### src/rtl/uart_tx_arbiter_if.sv
// Requester and UART-core signal bundle for uart_tx_arbiter.
interface uart_tx_arbiter_if #(
  parameter int unsigned NUM_REQ = 4
);
  logic                   ENABLE;
  logic [NUM_REQ-1:0]     REQ_VALID;
  logic [8*NUM_REQ-1:0]   REQ_DATA;
  logic [NUM_REQ-1:0]     REQ_LAST;
  logic [NUM_REQ-1:0]     REQ_READY;
  logic                   TXRDY;
  logic                   UART_CSN;
  logic                   UART_WEN;
  logic [7:0]             UART_DATA;
  logic [NUM_REQ-1:0]     GRANT;
  logic                   LOCKED;
  logic                   BUSY;

  // Arbiter side
  modport master (
    input  ENABLE, REQ_VALID, REQ_DATA, REQ_LAST, TXRDY,
    output REQ_READY, UART_CSN, UART_WEN, UART_DATA, GRANT, LOCKED, BUSY
  );

  // Requester / UART-core side
  modport slave (
    output ENABLE, REQ_VALID, REQ_DATA, REQ_LAST, TXRDY,
    input  REQ_READY, UART_CSN, UART_WEN, UART_DATA, GRANT, LOCKED, BUSY
  );
endinterface

### src/rtl/uart_tx_arbiter.sv
// uart_tx_arbiter: round-robin scheduler sharing one COREUART write port
// between NUM_REQ byte streams, with optional packet lock and TXRDY pacing.
module uart_tx_arbiter #(
  parameter int unsigned NUM_REQ     = 4,
  parameter int unsigned HOLDOFF     = 2,
  parameter bit          LOCK_PACKET = 1'b1
) (
  input  logic              CLK,
  input  logic              RESET_N,
  uart_tx_arbiter_if.master bus
);
  localparam int unsigned   PW        = $clog2(NUM_REQ);
  localparam logic [3:0]    HOLD_LAST = 4'(HOLDOFF - 1);
  localparam logic [PW-1:0] LAST_IDX  = PW'(NUM_REQ - 1);

  typedef enum logic [1:0] {IDLE, WRITE, HOLD, WAIT_RDY} state_e;

  state_e             state_q, state_d;
  logic [7:0]         data_q, data_d;
  logic [NUM_REQ-1:0] grant_q, grant_d;
  logic               csn_q, csn_d;
  logic               wen_q, wen_d;
  logic               locked_q, locked_d;
  logic [PW-1:0]      owner_q, owner_d;
  logic [PW-1:0]      ptr_q, ptr_d;
  logic [3:0]         cnt_q, cnt_d;

  logic               found;
  logic [PW-1:0]      win;
  logic               accept;
  logic [NUM_REQ-1:0] ready;
  int unsigned        idx;
  logic [PW-1:0]      idx_w;

  // Winner selection: lock owner only, else first valid upward from the RR pointer
  always_comb begin
    found = 1'b0;
    win   = '0;
    idx   = 0;
    idx_w = '0;
    if (locked_q) begin
      if (bus.REQ_VALID[owner_q]) begin
        found = 1'b1;
        win   = owner_q;
      end
    end else begin
      for (int unsigned k = 0; k < NUM_REQ; k++) begin
        idx = 32'(ptr_q) + k;
        if (idx >= NUM_REQ) idx = idx - NUM_REQ;
        idx_w = PW'(idx);
        if (!found && bus.REQ_VALID[idx_w]) begin
          found = 1'b1;
          win   = idx_w;
        end
      end
    end
  end

  // RESET_N gates the Mealy accept so REQ_READY reads 0 while reset is held
  assign accept = RESET_N && (state_q == IDLE) && bus.ENABLE && bus.TXRDY && found;

  // One-hot accept strobe back to the winning requester
  always_comb begin
    ready = '0;
    if (accept) ready[win] = 1'b1;
  end

  // Next-state and registered-output logic
  always_comb begin
    state_d  = state_q;
    data_d   = data_q;
    grant_d  = grant_q;
    csn_d    = 1'b1;
    wen_d    = 1'b1;
    locked_d = locked_q;
    owner_d  = owner_q;
    ptr_d    = ptr_q;
    cnt_d    = cnt_q;
    unique case (state_q)
      IDLE: begin
        if (accept) begin
          data_d       = bus.REQ_DATA[{win, 3'b000} +: 8];
          grant_d      = '0;
          grant_d[win] = 1'b1;
          csn_d        = 1'b0;
          wen_d        = 1'b0;
          state_d      = WRITE;
          if (!locked_q) ptr_d = (win == LAST_IDX) ? '0 : win + 1'b1;
          if (LOCK_PACKET) begin
            if (bus.REQ_LAST[win]) begin
              locked_d = 1'b0;
            end else begin
              locked_d = 1'b1;
              owner_d  = win;
            end
          end
        end
      end
      WRITE: begin
        cnt_d   = '0;
        state_d = HOLD;
      end
      HOLD: begin
        if (cnt_q == HOLD_LAST) state_d = WAIT_RDY;
        else                    cnt_d   = cnt_q + 4'd1;
      end
      WAIT_RDY: begin
        if (bus.TXRDY) begin
          state_d = IDLE;
          grant_d = '0;
        end
      end
      default: state_d = IDLE;
    endcase
  end

  // State and output registers, asynchronously cleared
  always_ff @(posedge CLK or negedge RESET_N) begin
    if (!RESET_N) begin
      state_q  <= IDLE;
      data_q   <= '0;
      grant_q  <= '0;
      csn_q    <= 1'b1;
      wen_q    <= 1'b1;
      locked_q <= 1'b0;
      owner_q  <= '0;
      ptr_q    <= '0;
      cnt_q    <= '0;
    end else begin
      state_q  <= state_d;
      data_q   <= data_d;
      grant_q  <= grant_d;
      csn_q    <= csn_d;
      wen_q    <= wen_d;
      locked_q <= locked_d;
      owner_q  <= owner_d;
      ptr_q    <= ptr_d;
      cnt_q    <= cnt_d;
    end
  end

  assign bus.REQ_READY = ready;
  assign bus.UART_CSN  = csn_q;
  assign bus.UART_WEN  = wen_q;
  assign bus.UART_DATA = data_q;
  assign bus.GRANT     = grant_q;
  assign bus.LOCKED    = locked_q;
  assign bus.BUSY      = (state_q != IDLE);
endmodule

### src/flat_wrapper.sv
// flat-port wrapper written by rule: the top's interface ports become plain ports
module uart_tx_arbiter_flat 
#(
  parameter int unsigned NUM_REQ     = 4,
  parameter int unsigned HOLDOFF     = 2,
  parameter bit          LOCK_PACKET = 1'b1
)
  (CLK, RESET_N, bus_ENABLE, bus_REQ_VALID, bus_REQ_DATA, bus_REQ_LAST, bus_TXRDY, bus_REQ_READY, bus_UART_CSN, bus_UART_WEN, bus_UART_DATA, bus_GRANT, bus_LOCKED, bus_BUSY);
  uart_tx_arbiter_if #(.NUM_REQ(NUM_REQ)) bus_i ();
  input  logic CLK;
  input  logic RESET_N;
  input wire logic [$bits(bus_i.ENABLE)-1:0] bus_ENABLE;
  input wire logic [$bits(bus_i.REQ_VALID)-1:0] bus_REQ_VALID;
  input wire logic [$bits(bus_i.REQ_DATA)-1:0] bus_REQ_DATA;
  input wire logic [$bits(bus_i.REQ_LAST)-1:0] bus_REQ_LAST;
  input wire logic [$bits(bus_i.TXRDY)-1:0] bus_TXRDY;
  output wire logic [$bits(bus_i.REQ_READY)-1:0] bus_REQ_READY;
  output wire logic [$bits(bus_i.UART_CSN)-1:0] bus_UART_CSN;
  output wire logic [$bits(bus_i.UART_WEN)-1:0] bus_UART_WEN;
  output wire logic [$bits(bus_i.UART_DATA)-1:0] bus_UART_DATA;
  output wire logic [$bits(bus_i.GRANT)-1:0] bus_GRANT;
  output wire logic [$bits(bus_i.LOCKED)-1:0] bus_LOCKED;
  output wire logic [$bits(bus_i.BUSY)-1:0] bus_BUSY;
  assign bus_i.ENABLE = bus_ENABLE;
  assign bus_i.REQ_VALID = bus_REQ_VALID;
  assign bus_i.REQ_DATA = bus_REQ_DATA;
  assign bus_i.REQ_LAST = bus_REQ_LAST;
  assign bus_i.TXRDY = bus_TXRDY;
  assign bus_REQ_READY = bus_i.REQ_READY;
  assign bus_UART_CSN = bus_i.UART_CSN;
  assign bus_UART_WEN = bus_i.UART_WEN;
  assign bus_UART_DATA = bus_i.UART_DATA;
  assign bus_GRANT = bus_i.GRANT;
  assign bus_LOCKED = bus_i.LOCKED;
  assign bus_BUSY = bus_i.BUSY;
  uart_tx_arbiter #(.NUM_REQ(NUM_REQ), .HOLDOFF(HOLDOFF), .LOCK_PACKET(LOCK_PACKET)) u_core (.CLK(CLK), .RESET_N(RESET_N), .bus(bus_i));
endmodule
### config.mk
export PLATFORM = sky130hd
export DESIGN_NAME = uart_tx_arbiter_flat
export DESIGN_NICKNAME = d
export VERILOG_FILES = /design/src/rtl/uart_tx_arbiter_if.sv /design/src/rtl/uart_tx_arbiter.sv /design/src/flat_wrapper.sv
export SDC_FILE = /design/constraint.sdc
export NUM_CORES = 1
export LEC_CHECK = 0
export ABC_AREA = 1
export BUFFER_PORTS_ARGS = -buffer_cell sky130_fd_sc_hd__buf_2
export CORE_MARGIN = 4
export CORE_UTILIZATION = 28
export DETAILED_ROUTE_END_ITERATION = 7
export PLACE_DENSITY = 0.5
export SETUP_SLACK_MARGIN = 0.05
export SLEW_MARGIN = 15
export SYNTH_ARGS = -nofsm -noshare
export SYNTH_HDL_FRONTEND = slang
export SYNTH_SLANG_ARGS = --single-unit
### constraint.sdc
create_clock -name CLK -period 5.2 [get_ports CLK]
set_clock_uncertainty 0.05 [all_clocks]
set_input_delay 0.26 -clock CLK [delete_from_list [all_inputs] [get_ports CLK]]
set_output_delay 0.26 -clock CLK [all_outputs]
set_load 0.1 [all_outputs]
==> impl_results.md, run 1 <==
* Post-DP HPWL at 3830 um
* GRT Total Usage at 12.3%
* Hold Path Depth at 5
* Vias in the first global route at 1892
* Final Max Tran Viols at 0
* Row Count at 29
* GRT Residual Overflow at 0
* Post-Syn Area at 1900 um^2
* TNS Setup at 0 ns
* Final Critical Period at 3.36 ns
* Initial DRC Count at 52
* Switch Pwr at 1.03 mW
* Internal power at 0.670 mW
* Cells after Synth at 285
* CP dominant cell by count: nor2_1
* Max-slew headroom at 56.1%
* Antenna-violating nets left at 0
* Initial antenna violation count at 0
* Power, Total at 1.70 mW
* Post-place instance area at 2220 um^2
* CP Data Required Time at 4.89 ns
* FF+latch count, synth at 24
* First-pass GRT wire length at 8600 um
* Die H at 90.4 um
* Synthesized Nets at 340
* Area occupied by multi-input gates at 1070 um^2
* IO buf count at 63
* Max incr delay on CP at 0.59 ns
* Slowest-stage cell, CP: dfrtp_1
* Clock network fraction of design power at 9.6%
* Critical Path Fanout Max at 12
* # DRC at 0
* Synthesis warning total at 0
* Status: finished clean
* Maximum vdd drop at 319 uV
* Root Buffer: clkbuf_8
* Resize count post-CTS at 0
* DR vias/cell at 4.63
* GP Congestion at 0.767
* Worst path cell trace: inv_6 > nand2_1 > nand3_1 > nand2_2 > inv_1 > nand3_1 > nor2_1 > nor2_1 > nor2_1 > nor2_2 > ha_1 > inv_1 > nor2_1 > buf_2
* Final Hold Fails at 0
* Top post-synthesis cells by area: dfrtp_1 30%, nand2_1 22%, nand3_1 12%
* Routed wire length per instance at 11.7 um
* Sequential cell area fraction in the yosys report at 31.6%
* Die X at 90.4 um
* Post-layout util at 35.7%
* Clk pin slew, worst setup/hold paths at 0.09 ns
* Largest net degree at the start of global routing at 26
* Io pins at 64
* Leak at 1.31 nW
* Reg2reg setup slack at 2.55 ns
* CP Capture Type: output port
* N_diodes at 0
* # H-tree levels at 1
* Switching share of total power at 60.7%
* Pwr/cell area at 739 nW/um^2
* Clock tree from TritonCTS: built
* Mean Syn Cell Area at 6.68 um^2
* Full die area at 8180 um^2
* Met1 global-route usage at 16.1%
* Longest Clk Path Bufs at 2
* Max cap viols at 0
* Leading area contributor after synthesis: dfrtp_1
* Post-route clock period utilization at 64.5%
* HP Class: in2reg
* Global route hottest layer: met2
* Fin area at 2310 um^2
* Crit path kind: reg2out
* Core area at 6460 um^2
* CTS Sinks at 24
* Total wire length at 4930 um
* Sequential Power Share at 19.4%
* Met3 Usage GRT at 1.42%
* RSZ-0062 raised after global routing: false
* F_max at 298 MHz
* Worst Path Arrival at 3.05 ns
* Comb pwr share at 70.9%
* Global Route met2 Usage at 21.7%
* Synth cell types at 27
* Worst Tran Pin Value at 0.656 ns
* DR pass1 iterations at 4
* R2R depth at 14
* Startpoint types: flop
* Final setup violation count at 0
* Filler instances at 708
* Share of the synthesized area in the top cell type at 30.2%
* Reg area at 602 um^2
* Fin nets at 400
* Final hold slack at 0.266 ns
* Total CTS buffers at 3
* Area growth syn-to-layout at 21.2%
* Starting Density at 29.5%
* Via count at 1948
* Worst-skew pair later-pin latency at 0.27 ns
* Share of post-route cells with drive strength above 1 at 25.0%
## critical path, delay by kind of cell (launching register included)
kind / cells / cell delay, ns
and+or+nand+nor: 9 / 1.28
buffers and inverters: 4 / 0.65
DFF: 1 / 0.59
adders and majority gates: 1 / 0.25
## power groups by stage
| stage | Combinational, mW | Clock (mW) | Sequential (mW) |
|---|---|---|---|
| after global placement | 1.23 | 0 | 0.334 |
| after CTS | 1.23 | 0.169 | 0.333 |
| after global routing | 1.36 | 0.172 | 0.345 |
| after floorplan | 0.795 | 0 | 0.601 |
| final | 1.21 | 0.164 | 0.331 |
| after detailed placement | 1.22 | 0 | 0.336 |
## what timing repair did
item	CTS	global route
endpoints found under the setup margin	0	0
hold buffers	1	0
hold endpoints to repair	23	0
buffers inserted	0	0
## per-layer routing
layer  vias up  share of wire [%]
li1       1013                  -
met1       903                 47
met2        30                 50
met3         2                3.1
met4         0               0.55
met5         -                  0
## final cells by class
cell class / count / area share, %
multi-input combinational: 217 / 46.5
clock buffer: 3 / 1.79
sequential: 24 / 26.1
timing repair buffer: 64 / 14.1
clock inverter: 1 / 1.30
inverter: 35 / 6.02
tap: 77 / 4.18
## cells in the final DEF (no fill, tap or decap), drive strengths merged, types with 3 or more instances in the layout
cell | netlist | final
clkbuf | 0 | 3
ha | 11 | 11
o21ai | 13 | 13
o22ai | 3 | 3
buf | 9 | 63
a21oi | 3 | 3
nand3 | 46 | 46
inv | 35 | 35
nand2 | 117 | 117
nor2 | 19 | 19
dfrtp | 23 | 23
## flip-flops by register name (all words and copies together) (netlist names)
| name | count |
|---|---|
| u_core.bus.GRANT | 4 |
| u_core.bus.LOCKED | 1 |
| u_core.bus.UART_CSN | 1 |
| u_core.bus.UART_DATA | 8 |
| u_core.owner_q | 2 |
| u_core.cnt_q | 4 |
| u_core.ptr_q | 2 |
| u_core.state_q | 2 |
## final timing paths
kind                                          from                       to
max in group asynchronous                  RESET_N  u_core.bus.UART_DATA[5]
min in group asynchronous                  RESET_N        u_core.owner_q[1]
max reg2reg                        u_core.ptr_q[0]      u_core.bus.GRANT[0]
max                                u_core.ptr_q[0]         bus_REQ_READY[0]
min reg2reg                u_core.bus.UART_DATA[2]  u_core.bus.UART_DATA[2]
min                                bus_REQ_DATA[0]  u_core.bus.UART_DATA[0]
## synthesized netlist by cell type
cell type,instances
a21oi_1,3
a31oi_1,1
buf_4,3
buf_6,6
dfrtp_1,23
dfstp_2,1
ha_1,11
inv_1,31
inv_2,2
inv_4,1
inv_6,1
nand2_1,111
nand2_2,5
nand2_4,1
nand3_1,44
nand3_2,2
nand3b_1,1
nor2_1,16
nor2_2,3
o211ai_1,1
o21ai_0,9
o21ai_1,1
o21ai_2,2
o21ai_4,1
o22ai_1,3
xnor2_1,1
xor2_1,1
## stage by stage
| step | worst slack, ns | cells |
|---|---|---|
| finish | 1.84 | 421 |
| global route | 1.60 | 421 |
| CTS | 1.84 | 421 |
| detailed placement | 2.16 | 416 |
| global placement | 2.18 | 416 |
| floorplan | 1.53 | 285 |
## cells by family (layout without fill, tap and decap cells)
group	after synthesis	in the layout	synth area share, %
fa+ha+maj	11	11	7.23
simple gates	183	183	41.3
buf+inv	44	103	12.0
compound gates	21	21	6.90
xor+xnor	2	2	0.921
flops	24	24	31.6
(Power assumes the default switching activity.)
==> run 2, diff against run 1 <==
Settings changed: ABC_AREA 1 to 0, PLACE_DENSITY 0.5 to 0.51.
Clock period 5.2 ns to 3.3 ns, I/O delays scaled along.
==> run 2 against run 1 <==
  * Die area is 11% lower
  * Hold slack worse by 0.060 ns
  * Critical endpoint is now bus_REQ_READY[3]
  * Largest cell class unchanged
  * Sequential share of layout area is 2.1 points higher
  * First-iteration DRC count is 37% higher
  * Area after synthesis is 12% lower
  * Combinational power is 21% higher
  * Final cell count is 31% lower
  * Largest power group unchanged
  * Flip-flop and latch count stayed put
  * Sequential power is 58% higher
==> impl_results.md, run 2 <==
* Final Hold Fails at 0 (unchanged)
* Longest Clk Path Bufs at 2 (unchanged)
* Synth cell types at 38 (was 27)
* DR vias/cell at 4.58 (was 4.63)
* IO buf count at 63 (unchanged)
* Total CTS buffers at 3 (unchanged)
* GRT Total Usage at 10.8% (was 12.3%)
* Largest net degree at the start of global routing at 25 (was 26)
* Leading area contributor after synthesis: dfrtp_1 (unchanged)
* Synthesis warning total at 0 (unchanged)
* Row Count at 27 (was 29)
* FF-to-FF End: u_core.owner_q[0] (was u_core.bus.GRANT[0])
* Clk pin slew, worst setup/hold paths at 0.09 ns (about the same)
* Core area at 5640 um^2 (was 6460 um^2)
* # H-tree levels at 1 (unchanged)
* CP Data Required Time at 3.08 ns (was 4.89 ns)
* FF+latch count, synth at 24 (unchanged)
* Synthesized Nets at 208 (was 340)
* Vias in the first global route at 1401 (was 1892)
* Post-DP HPWL at 3080 um (was 3830 um)
* DR pass1 iterations at 4 (unchanged)
* Resize count post-CTS at 0 (unchanged)
* Worst r2r src: u_core.ptr_q[1] (was u_core.ptr_q[0])
* Clock tree from TritonCTS: built (unchanged)
* Reg area at 602 um^2 (unchanged)
* Cells after Synth at 153 (was 285)
* Max reg flops at 8 (unchanged)
* TNS Setup at 0 ns (unchanged)
* Share of the synthesized area in the top cell type at 34.6% (was 30.2%)
* Starting Density at 29.5% (about the same)
* Final Max Tran Viols at 0 (unchanged)
* Commonest non-fill, non-tap cell in the layout: buf_2 (was nand2_1)
* Worst Tran Pin Value at 0.619 ns (was 0.656 ns)
* Synth top cells by count: 27 x mux2i_1, 23 x dfrtp_1, 11 x ha_1, 10 x mux2_2, 10 x nand2_1 (was 111 x nand2_1, 44 x nand3_1, 31 x inv_1, 23 x dfrtp_1, 16 x nor2_1)
* Commonest non-fill, non-tap cells in the layout: 63 x buf_2, 27 x mux2i_1, 23 x dfrtp_1 (was 111 x nand2_1, 63 x buf_2, 44 x nand3_1)
* Pre-CTS WS at 0.883 ns (was 2.16 ns)
* Final worst setup slack at 0.624 ns (was 1.84 ns)
* Hold path startpoint: bus_TXRDY (was bus_REQ_DATA[0])
* Worst-skew pair later-pin latency at 0.27 ns (about the same)
* N_diodes at 0 (unchanged)
* Fin nets at 274 (was 400)
* First-pass GRT wire length at 6420 um (was 8600 um)
* R2R depth at 7 (was 14)
* Max-slew headroom at 58.7% (was 56.1%)
* Most frequent cell after synthesis: mux2i_1 (was nand2_1)
* GRT Residual Overflow at 0 (unchanged)
* Final setup violation count at 0 (unchanged)
* Sequential cell area fraction in the yosys report at 36.1% (was 31.6%)
* Full die area at 7250 um^2 (was 8180 um^2)
* Worst Hold End: u_core.bus.GRANT[1] (was u_core.bus.UART_DATA[0])
* Status: finished clean (unchanged)
* Initial DRC Count at 71 (was 52)
* Final Critical Period at 2.68 ns
* Pwr/cell area at 1060 nW/um^2 (was 739 nW/um^2)
* Maximum vdd drop at 646 uV (was 319 uV)
* Top post-synthesis cells by area: dfrtp_1 35%, mux2i_1 16%, ha_1 8.3% (was dfrtp_1 30%, nand2_1 22%, nand3_1 12%)
* HP Class: in2reg (unchanged)
* Mean Syn Cell Area at 10.9 um^2 (was 6.68 um^2)
* Critical Path Fanout Max at 14 (was 12)
* Post-Syn Area at 1670 um^2 (was 1900 um^2)
* Filler instances at 563 (was 708)
* CP Capture Type: output port (unchanged)
* RSZ-0062 raised after global routing: false (unchanged)
* Post-synth ARST share at 100% (unchanged)
* Reg2reg setup slack at 0.90 ns (was 2.55 ns)
* Root Buffer: clkbuf_8 (unchanged)
* Initial antenna violation count at 0 (unchanged)
* Post-route clock period utilization at 81.1%
* Total wire length at 3880 um (was 4930 um)
* Max cap viols at 0 (unchanged)
* Area growth syn-to-layout at 28.2% (was 21.2%)
* Worst Path Arrival at 2.46 ns (was 3.05 ns)
* Via count at 1328 (was 1948)
* Share of post-route cells with drive strength above 1 at 41.3% (was 25.0%)
* Area occupied by multi-input gates at 995 um^2 (was 1070 um^2)
* F_max at 374 MHz
* Io pins at 64 (unchanged)
* Hold Path Depth at 4 (was 5)
* Top_reg_cell synth: dfrtp_1 (unchanged)
* Leak at 1.10 nW (was 1.31 nW)
* Antenna-violating nets left at 0 (unchanged)
* CTS Sinks at 24 (unchanged)
* Number of enable flip-flop cells after synthesis at 0 (unchanged)
* GP Congestion at 0.731 (was 0.767)
* Die X at 85.1 um (was 90.4 um)
* Startpoint types: flop (unchanged)
* Routed wire length per instance at 13.4 um (was 11.7 um)
* Crit path kind: reg2out (unchanged)
* Die H at 85.1 um (was 90.4 um)
* # DRC at 0 (unchanged)
[run 2: worst max path at each step]
stage                               to              start  depth (start not counted)
2_1_floorplan      u_core.bus.GRANT[0]  u_core.bus.LOCKED                          7
5_1_grt               bus_REQ_READY[3]    u_core.ptr_q[1]                          7
4_1_cts               bus_REQ_READY[3]    u_core.ptr_q[1]                          7
3_5_place_dp   u_core.bus.UART_DATA[0]    u_core.ptr_q[1]                          7
3_3_place_gp   u_core.bus.UART_DATA[0]    u_core.ptr_q[1]                          7
6_report              bus_REQ_READY[3]    u_core.ptr_q[1]                          7
[run 2: stage by stage]
step | hold slack, ns | util, % | cell area [um^2] | instances | power, mW
after global routing | 0.226 | 37.9 | 2140 | 290 | 2.40
after CTS | 0.207 | 37.9 | 2140 | 290 | 2.29
after floorplan | -0.181 | - | 1670 | 153 | 1.76
after detailed placement | 0.168 | 36.4 | 2050 | 285 | 2.02
final | 0.206 | 37.9 | 2140 | 290 | 2.26
after global placement | 0.177 | 36.4 | 2050 | 285 | 2.01
[run 2: cells by family (layout without fill, tap and decap cells)]
kind of cell	count (synthesis)	count (layout)	synth area share, %
muxes	42	42	26.6
AOI/OAI and AO/OA	24	24	12.3
DFF	24	24	36.1
buffers and inverters	15	80	4.81
and+or+nand+nor	36	36	11.3
adders and majority gates	11	11	8.26
xor gates and xnor gates	1	1	0.526
[run 2: timing repair]
action                    CTS  global route
setup buffers               0             0
hold endpoints to repair   23             0
hold buffers                1             0
[run 2: layer usage]
layer	vias up	track usage [%]	share of wire (%)
li1	670	-	-
met1	626	13.2	46
met2	30	19.2	49
met3	2	3.11	5.2
met4	0	1.73	0.54
met5	-	0	0
[run 2: final cells by class]
class                   count  area share, %
inverters                  10           1.76
clock inverters             1           1.41
clock buffers               3           1.93
flip-flops and latches     24           28.2
multi-input cells         114           46.6
repair buffers             66           15.9
well taps                  72           4.22
[run 2: worst max-delay path, cell delays in order (launching register included)]
cell and delay [ns]:
dfrtp_1 0.45, mux2i_1 0.25, a2bb2oi_2 0.10, a31oi_4 0.54, inv_1 0.18, ha_1 0.23, and2_1 0.15, buf_2 0.29
[run 2: power by group]
part / total, mW / switching [mW] / internal (mW)
logic: 1.47 / 1.04 / 0.431
registers: 0.523 / 0.105 / 0.419
clock network: 0.264 / 0.102 / 0.162
total: 2.26 / 1.25 / 1.01
